$ cat src/rtl/clock_divider_multi_pkg.sv
// Shared constants, channel state type and helpers for the multi-channel clock divider.
package clock_divider_multi_pkg;

   localparam int MIN_DIV = 2;

   typedef enum logic {
      CH_IDLE = 1'b0,
      CH_RUN  = 1'b1
   } ch_state_t;

   function automatic int ch_idx_width(input int num_ch);
      return (num_ch > 1) ? $clog2(num_ch) : 1;
   endfunction

   function automatic int default_high(input int div);
      return div / 2;
   endfunction

endpackage

$ cat src/rtl/clock_div_channel.sv
// One divider channel: active/shadow divisor and high-count, wrap-aligned shadow transfer.
module clock_div_channel
   import clock_divider_multi_pkg::*;
#(
   parameter int WIDTH       = 28,
   parameter int DEFAULT_DIV = 10000
) (
   input  logic             clock_in,
   input  logic             reset,
   input  logic             enable,
   input  logic             wr,
   input  logic [WIDTH-1:0] wr_div,
   input  logic [WIDTH-1:0] wr_high,
   output logic             clock_out,
   output logic             tick,
   output logic             pending
);

   localparam logic [WIDTH-1:0] RST_DIV  = WIDTH'(DEFAULT_DIV);
   localparam logic [WIDTH-1:0] RST_HIGH = WIDTH'(default_high(DEFAULT_DIV));

   ch_state_t        state_q, state_d;
   logic [WIDTH-1:0] cnt_q, cnt_d;
   logic [WIDTH-1:0] act_div_q, act_div_d, act_high_q, act_high_d;
   logic [WIDTH-1:0] sh_div_q, sh_div_d, sh_high_q, sh_high_d;
   logic             clk_d, tick_d, pend_d;
   logic             wrap, apply;

   always_comb begin
      state_d = state_q;
      case (state_q)
         CH_IDLE: if (enable)  state_d = CH_RUN;
         CH_RUN:  if (!enable) state_d = CH_IDLE;
         default: state_d = CH_IDLE;
      endcase
   end

   // The shadow may only land where a new period begins: at a wrap, at the
   // first enabled edge, or while the channel is stopped.
   assign wrap  = (state_q == CH_RUN) && (cnt_q == act_div_q - WIDTH'(1));
   assign apply = pending && (!enable || (state_q == CH_IDLE) || wrap);

   always_comb begin
      cnt_d      = cnt_q;
      clk_d      = clock_out;
      tick_d     = 1'b0;
      act_div_d  = act_div_q;
      act_high_d = act_high_q;
      sh_div_d   = sh_div_q;
      sh_high_d  = sh_high_q;
      pend_d     = pending;
      if (apply) begin
         act_div_d  = sh_div_q;
         act_high_d = sh_high_q;
         pend_d     = 1'b0;
      end
      if (!enable) begin
         cnt_d = '0;
         clk_d = 1'b0;
      end else if (state_q == CH_IDLE) begin
         cnt_d = '0;
         clk_d = (act_high_d != '0);
      end else begin
         cnt_d  = wrap ? '0 : cnt_q + WIDTH'(1);
         tick_d = wrap;
         clk_d  = (cnt_d < act_high_d);
      end
      // A same-edge write lands after the transfer so it stays pending.
      if (wr) begin
         sh_div_d  = wr_div;
         sh_high_d = wr_high;
         pend_d    = 1'b1;
      end
   end

   always_ff @(posedge clock_in) begin
      if (reset) begin
         state_q    <= CH_IDLE;
         cnt_q      <= '0;
         clock_out  <= 1'b0;
         tick       <= 1'b0;
         pending    <= 1'b0;
         act_div_q  <= RST_DIV;
         act_high_q <= RST_HIGH;
         sh_div_q   <= RST_DIV;
         sh_high_q  <= RST_HIGH;
      end else begin
         state_q    <= state_d;
         cnt_q      <= cnt_d;
         clock_out  <= clk_d;
         tick       <= tick_d;
         pending    <= pend_d;
         act_div_q  <= act_div_d;
         act_high_q <= act_high_d;
         sh_div_q   <= sh_div_d;
         sh_high_q  <= sh_high_d;
      end
   end

endmodule

$ cat src/rtl/clock_divider_multi.sv
// Multi-channel programmable clock divider: write decode, error flag and NUM_CH channels.
module clock_divider_multi
   import clock_divider_multi_pkg::*;
#(
   parameter int WIDTH       = 28,
   parameter int NUM_CH      = 4,
   parameter int DEFAULT_DIV = 10000
) (
   input  logic                                clock_in,
   input  logic                                reset,
   input  logic [NUM_CH-1:0]                   enable,
   input  logic                                wr_en,
   input  logic [ch_idx_width(NUM_CH)-1:0]     wr_ch,
   input  logic [WIDTH-1:0]                    wr_div,
   input  logic [WIDTH-1:0]                    wr_high,
   output logic [NUM_CH-1:0]                   clock_out,
   output logic [NUM_CH-1:0]                   tick,
   output logic [NUM_CH-1:0]                   pending,
   output logic                                wr_err
);

   localparam int CH_W = ch_idx_width(NUM_CH);

   logic wr_ok;

   assign wr_ok = wr_en && (wr_div >= WIDTH'(MIN_DIV)) && (int'(wr_ch) < NUM_CH);

   always_ff @(posedge clock_in) begin
      if (reset) wr_err <= 1'b0;
      else       wr_err <= wr_en && !wr_ok;
   end

   for (genvar i = 0; i < NUM_CH; i++) begin : g_ch
      clock_div_channel #(
         .WIDTH       (WIDTH),
         .DEFAULT_DIV (DEFAULT_DIV)
      ) u_ch (
         .clock_in  (clock_in),
         .reset     (reset),
         .enable    (enable[i]),
         .wr        (wr_ok && (wr_ch == CH_W'(i))),
         .wr_div    (wr_div),
         .wr_high   (wr_high),
         .clock_out (clock_out[i]),
         .tick      (tick[i]),
         .pending   (pending[i])
      );
   end

endmodule

$ cat config.mk
export PLATFORM = sky130hd
export DESIGN_NAME = clock_divider_multi
export DESIGN_NICKNAME = d
export VERILOG_FILES = /design/src/rtl/clock_divider_multi_pkg.sv /design/src/rtl/clock_div_channel.sv /design/src/rtl/clock_divider_multi.sv
export SDC_FILE = /design/constraint.sdc
export NUM_CORES = 2
export LEC_CHECK = 0
export ABC_CLOCK_PERIOD_IN_PS = 7550
export CAP_MARGIN = 10
export CORE_MARGIN = 1.5
export CORE_UTILIZATION = 60
export DETAILED_ROUTE_END_ITERATION = 10
export PLACE_DENSITY = 0.78
export SLEW_MARGIN = 20
export SYNTH_ARGS = -nofsm -noshare
export SYNTH_HDL_FRONTEND = slang
export SYNTH_SLANG_ARGS = --single-unit
$ cat constraint.sdc
create_clock -name clock_in -period 7.55 [get_ports clock_in]
set_input_delay 1.51 -clock clock_in [delete_from_list [all_inputs] [get_ports clock_in]]
set_output_delay 1.51 -clock clock_in [all_outputs]
set_load 0.01 [all_outputs]
==> impl_metrics.toml <==
[grt]
grt_max_degree = 99
grt_pass1_wl_um = 134700
grt_overflow = 0
grt_use_total_pct = 34.20
first_global_vias = 24685
antenna_found_initial = 3

[floorplan]
pin_count = 78
die_w_um = 222.8
std_cell_rows = 80
core_area_um2 = 47650
die_h_um = 222.8
die-area_um2 = 49620
start_util_pct = 60.81

[routing]
via_count = 26271
drtIter0Drc = 2388
first_pass_iters = 7
ant_nets = 0
wl_per_cell_um = 20.57
routed_wl_um = 86610
via_per_inst = 6.239
drcViolationCount = 0

[synthesis]
ys_types = 81
yosysSeqAreaShare_pct = 39.87
syn_inst = 3591
ys_ff_latch = 577
syn_area_um2 = 28970
yosysMostFrequentCell = "nand2_1"
synthFlopType = "dfxtp_1"
synth.top_cells.by_count = "nand2_1 (623), dfxtp_1 (577), nor2_1 (340), a21oi_1 (300), nand3_1 (200)"
yosys_warnings = 0
synth_area_per_cell_um2 = 8.069
synth_area_leaders = "dfxtp_1 (40%), nand2_1 (8.1%), a21oi_1 (5.2%), mux2i_1 (5.1%), ha_1 (5.0%)"
synth_top_cell_by_area = "dfxtp_1"
synthesis.nets = 3772
synth-edff-count = 0
yosys.area.top_type_share_pct = 39.87
async_flop_share_pct = 0

[power]
power.density_nw_per_um2 = 210.0
clkPwrFrac_pct = 47.8
peakVddDrop_mv = 0.2379
p_seq_share_pct = 46.7
swShare_pct = 23.09
switchingPower_mw = 1.556
finalPower_mw = 6.742
power.share.combinational_pct = 5.5
intPower_mw = 5.185
leakagePower_nw = 12.58

[hold_path]
worstHoldPathCells = 2
hold_end = "g_ch[1].u_ch.act_div_q[24]$_SDFFE_PP0N_"
hold_class = "flip-flop to flip-flop"
hp-start = "g_ch[1].u_ch.sh_div_q[24]$_SDFFE_PP0P_"

[critical_path]
startpoint = "g_ch[0].u_ch.act_div_q[0]$_SDFFE_PP0N_"
cp_cell_sequence = "inv_1, ha_1, or4b_1, or4_4, a211oi_2, or4b_1, or4_1, or4_4, nor4b_4, buf_4, nor2_1, ha_1, a21o_1, a21o_1, a21oi_1, o21ai_0, nand3_1, a21oi_1, a2111oi_0, o21ai_0, o41ai_1"
crit_fanout = 20
critical_path_class = "flip-flop to flip-flop"
crit_family = "simple AND/OR/NAND/NOR gates"
rrSetupSlack_ps = 930
r2r_end = "g_ch[0].u_ch.clock_out$_SDFF_PP0_"
critPathMaxStageDelay_ps = 700
slowest_stage = "nor4b_4"
endpoint_kind = "flip-flop"
cp-start-kind = "flip-flop"
crit_required_ps = 8070
path_buf_inv = 2
crit-reg2reg-launch = "g_ch[0].u_ch.act_div_q[0]$_SDFFE_PP0N_"
rr_worst_depth = 21
crit_arrival_ps = 7140

[cts]
clock_tree.buffer_depth = 3
post_cts_resized = 0
htreeDepth = 2
hold_buffers = 0
cts_buffers = 60
cts_setup_buffers = 0
cts_sinks = 577
clockRootBuffer = "clkbuf_16"
cts_tree = "done"
clk_latency_ps = 630
clk_pin_slew_ps = 60

[outcome]
status = "complete, no violations"

[placed_design]
place_inst = 4100
dp.final_hpwl_um = 61640
portBuffers = 77
post-place-ws_ps = 1014
routabilityCongestion = 0.9563

[sta]
finalWorstSetupSlack_ps = 929.7
fin_setup_tns_ps = 0
rsz0062_at_grt = "no"
fmax_ghz = 0.1511
worst_pin_slew_ps = 1107
setup_viol = 0
period_needed_ps = 6620
skew_ps = 9.766
timing.slew.headroom_pct = 25.95
hold_viol = 0
period_share_pct = 87.69
slew_violations = 0

[final_layout]
multi_input_comb_area_um2 = 16460
regArea_um2 = 11550
fillers = 3879
final_nets = 3729
drive_gt1_share_pct = 4.840
area_growth_pct = 10.82
final_cells = 4211

[job]
maxCapViolations = 0
-- routing by layer --
| metal | vias up | global-route usage [%] | share of wire, % |
|---|---|---|---|
| li1 | 12515 | - | - |
| met1 | 12543 | 45.02 | 42 |
| met2 | 983 | 53.08 | 44 |
| met3 | 230 | 6.215 | 8.3 |
| met4 | 0 | 18.92 | 6.0 |
| met5 | - | 0 | 0 |
-- area by class of cell --
cell class | instances | area share [%]
multi-input cells | 2766 | 51.26
flip-flops and latches | 577 | 35.98
clock buffers | 83 | 5.385
repair buffers | 112 | 3.297
well taps | 615 | 2.396
clock inverters | 26 | 1.317
inverters | 31 | 0.3624
diodes | 1 | 0.007793
-- registers in the layout (all words and copies together), names as in the netlist --
register	flops
g_ch.u_ch.cnt_q	112
g_ch.u_ch.sh_high_q	112
g_ch.u_ch.state_q	4
g_ch.u_ch.act_div_q	112
g_ch.u_ch.pending	4
g_ch.u_ch.clock_out	4
wr_err	1
g_ch.u_ch.tick	4
g_ch.u_ch.sh_div_q	112
g_ch.u_ch.act_high_q	112
-- logic make-up after synthesis --
logic type | synth area share, %
AO/OA/AOI/OAI | 11.48
XOR/XNOR | 7.436
adder cells (fa/ha/maj) | 5.009
buffers and inverters | 3.623
flip-flops | 39.87
multiplexers | 5.156
AND/OR/NAND/NOR | 27.43
-- power groups by stage --
stage | combinational (mW) | sequential [mW] | clock, mW
after floorplan | 0.208 | 3.19 | 0
after global placement | 0.348 | 3.21 | 0
after detailed placement | 0.355 | 3.21 | 0
after CTS | 0.357 | 3.15 | 3.25
after global routing | 0.390 | 3.15 | 3.36
final | 0.368 | 3.15 | 3.22
-- how the worst max path moves through the flow --
stage	endpoint	slack, ps	cells past startpoint
global placement	g_ch[0].u_ch.clock_out$_SDFF_PP0_	1260	21
detailed placement	g_ch[0].u_ch.clock_out$_SDFF_PP0_	1010	21
global route	g_ch[0].u_ch.clock_out$_SDFF_PP0_	560	21
finish	g_ch[0].u_ch.clock_out$_SDFF_PP0_	930	21
floorplan	g_ch[0].u_ch.clock_out$_SDFF_PP0_	1770	22
CTS	g_ch[0].u_ch.clock_out$_SDFF_PP0_	910	21
-- layout by cell type (no fill, tap or decap), drive strengths merged, types with 76 or more instances in the layout --
cell,n
dfxtp,577
clkbuf,83
nor3,147
o21ai,102
mux2i,147
nand3,200
ha,116
xor2,125
a21oi,300
nand2,623
xnor2,121
clkdlybuf4s50,76
nor4,93
nor2,340
-- stage by stage --
stage               hold WS [ps]  util (%)  cell area [um^2]
floorplan                  432.1         -             28970
finish                     454.4     67.39             32110
global placement           440.0     62.81             29930
CTS                        455.2     67.33             32080
global route               468.2     67.39             32110
detailed placement         446.9     62.81             29930
-- worst reg2reg max path, cell delays in order (launching register included) --
cell	delay, ps
dfxtp_1	350
inv_1	80
ha_1	220
or4b_1	580
or4_4	540
a211oi_2	260
or4b_1	440
or4_1	400
or4_4	450
nor4b_4	710
buf_4	360
nor2_1	90
ha_1	300
a21o_1	170
a21o_1	170
a21oi_1	140
o21ai_0	120
nand3_1	100
a21oi_1	80
a2111oi_0	530
o21ai_0	190
o41ai_1	260
(Power assumes the default switching activity.)
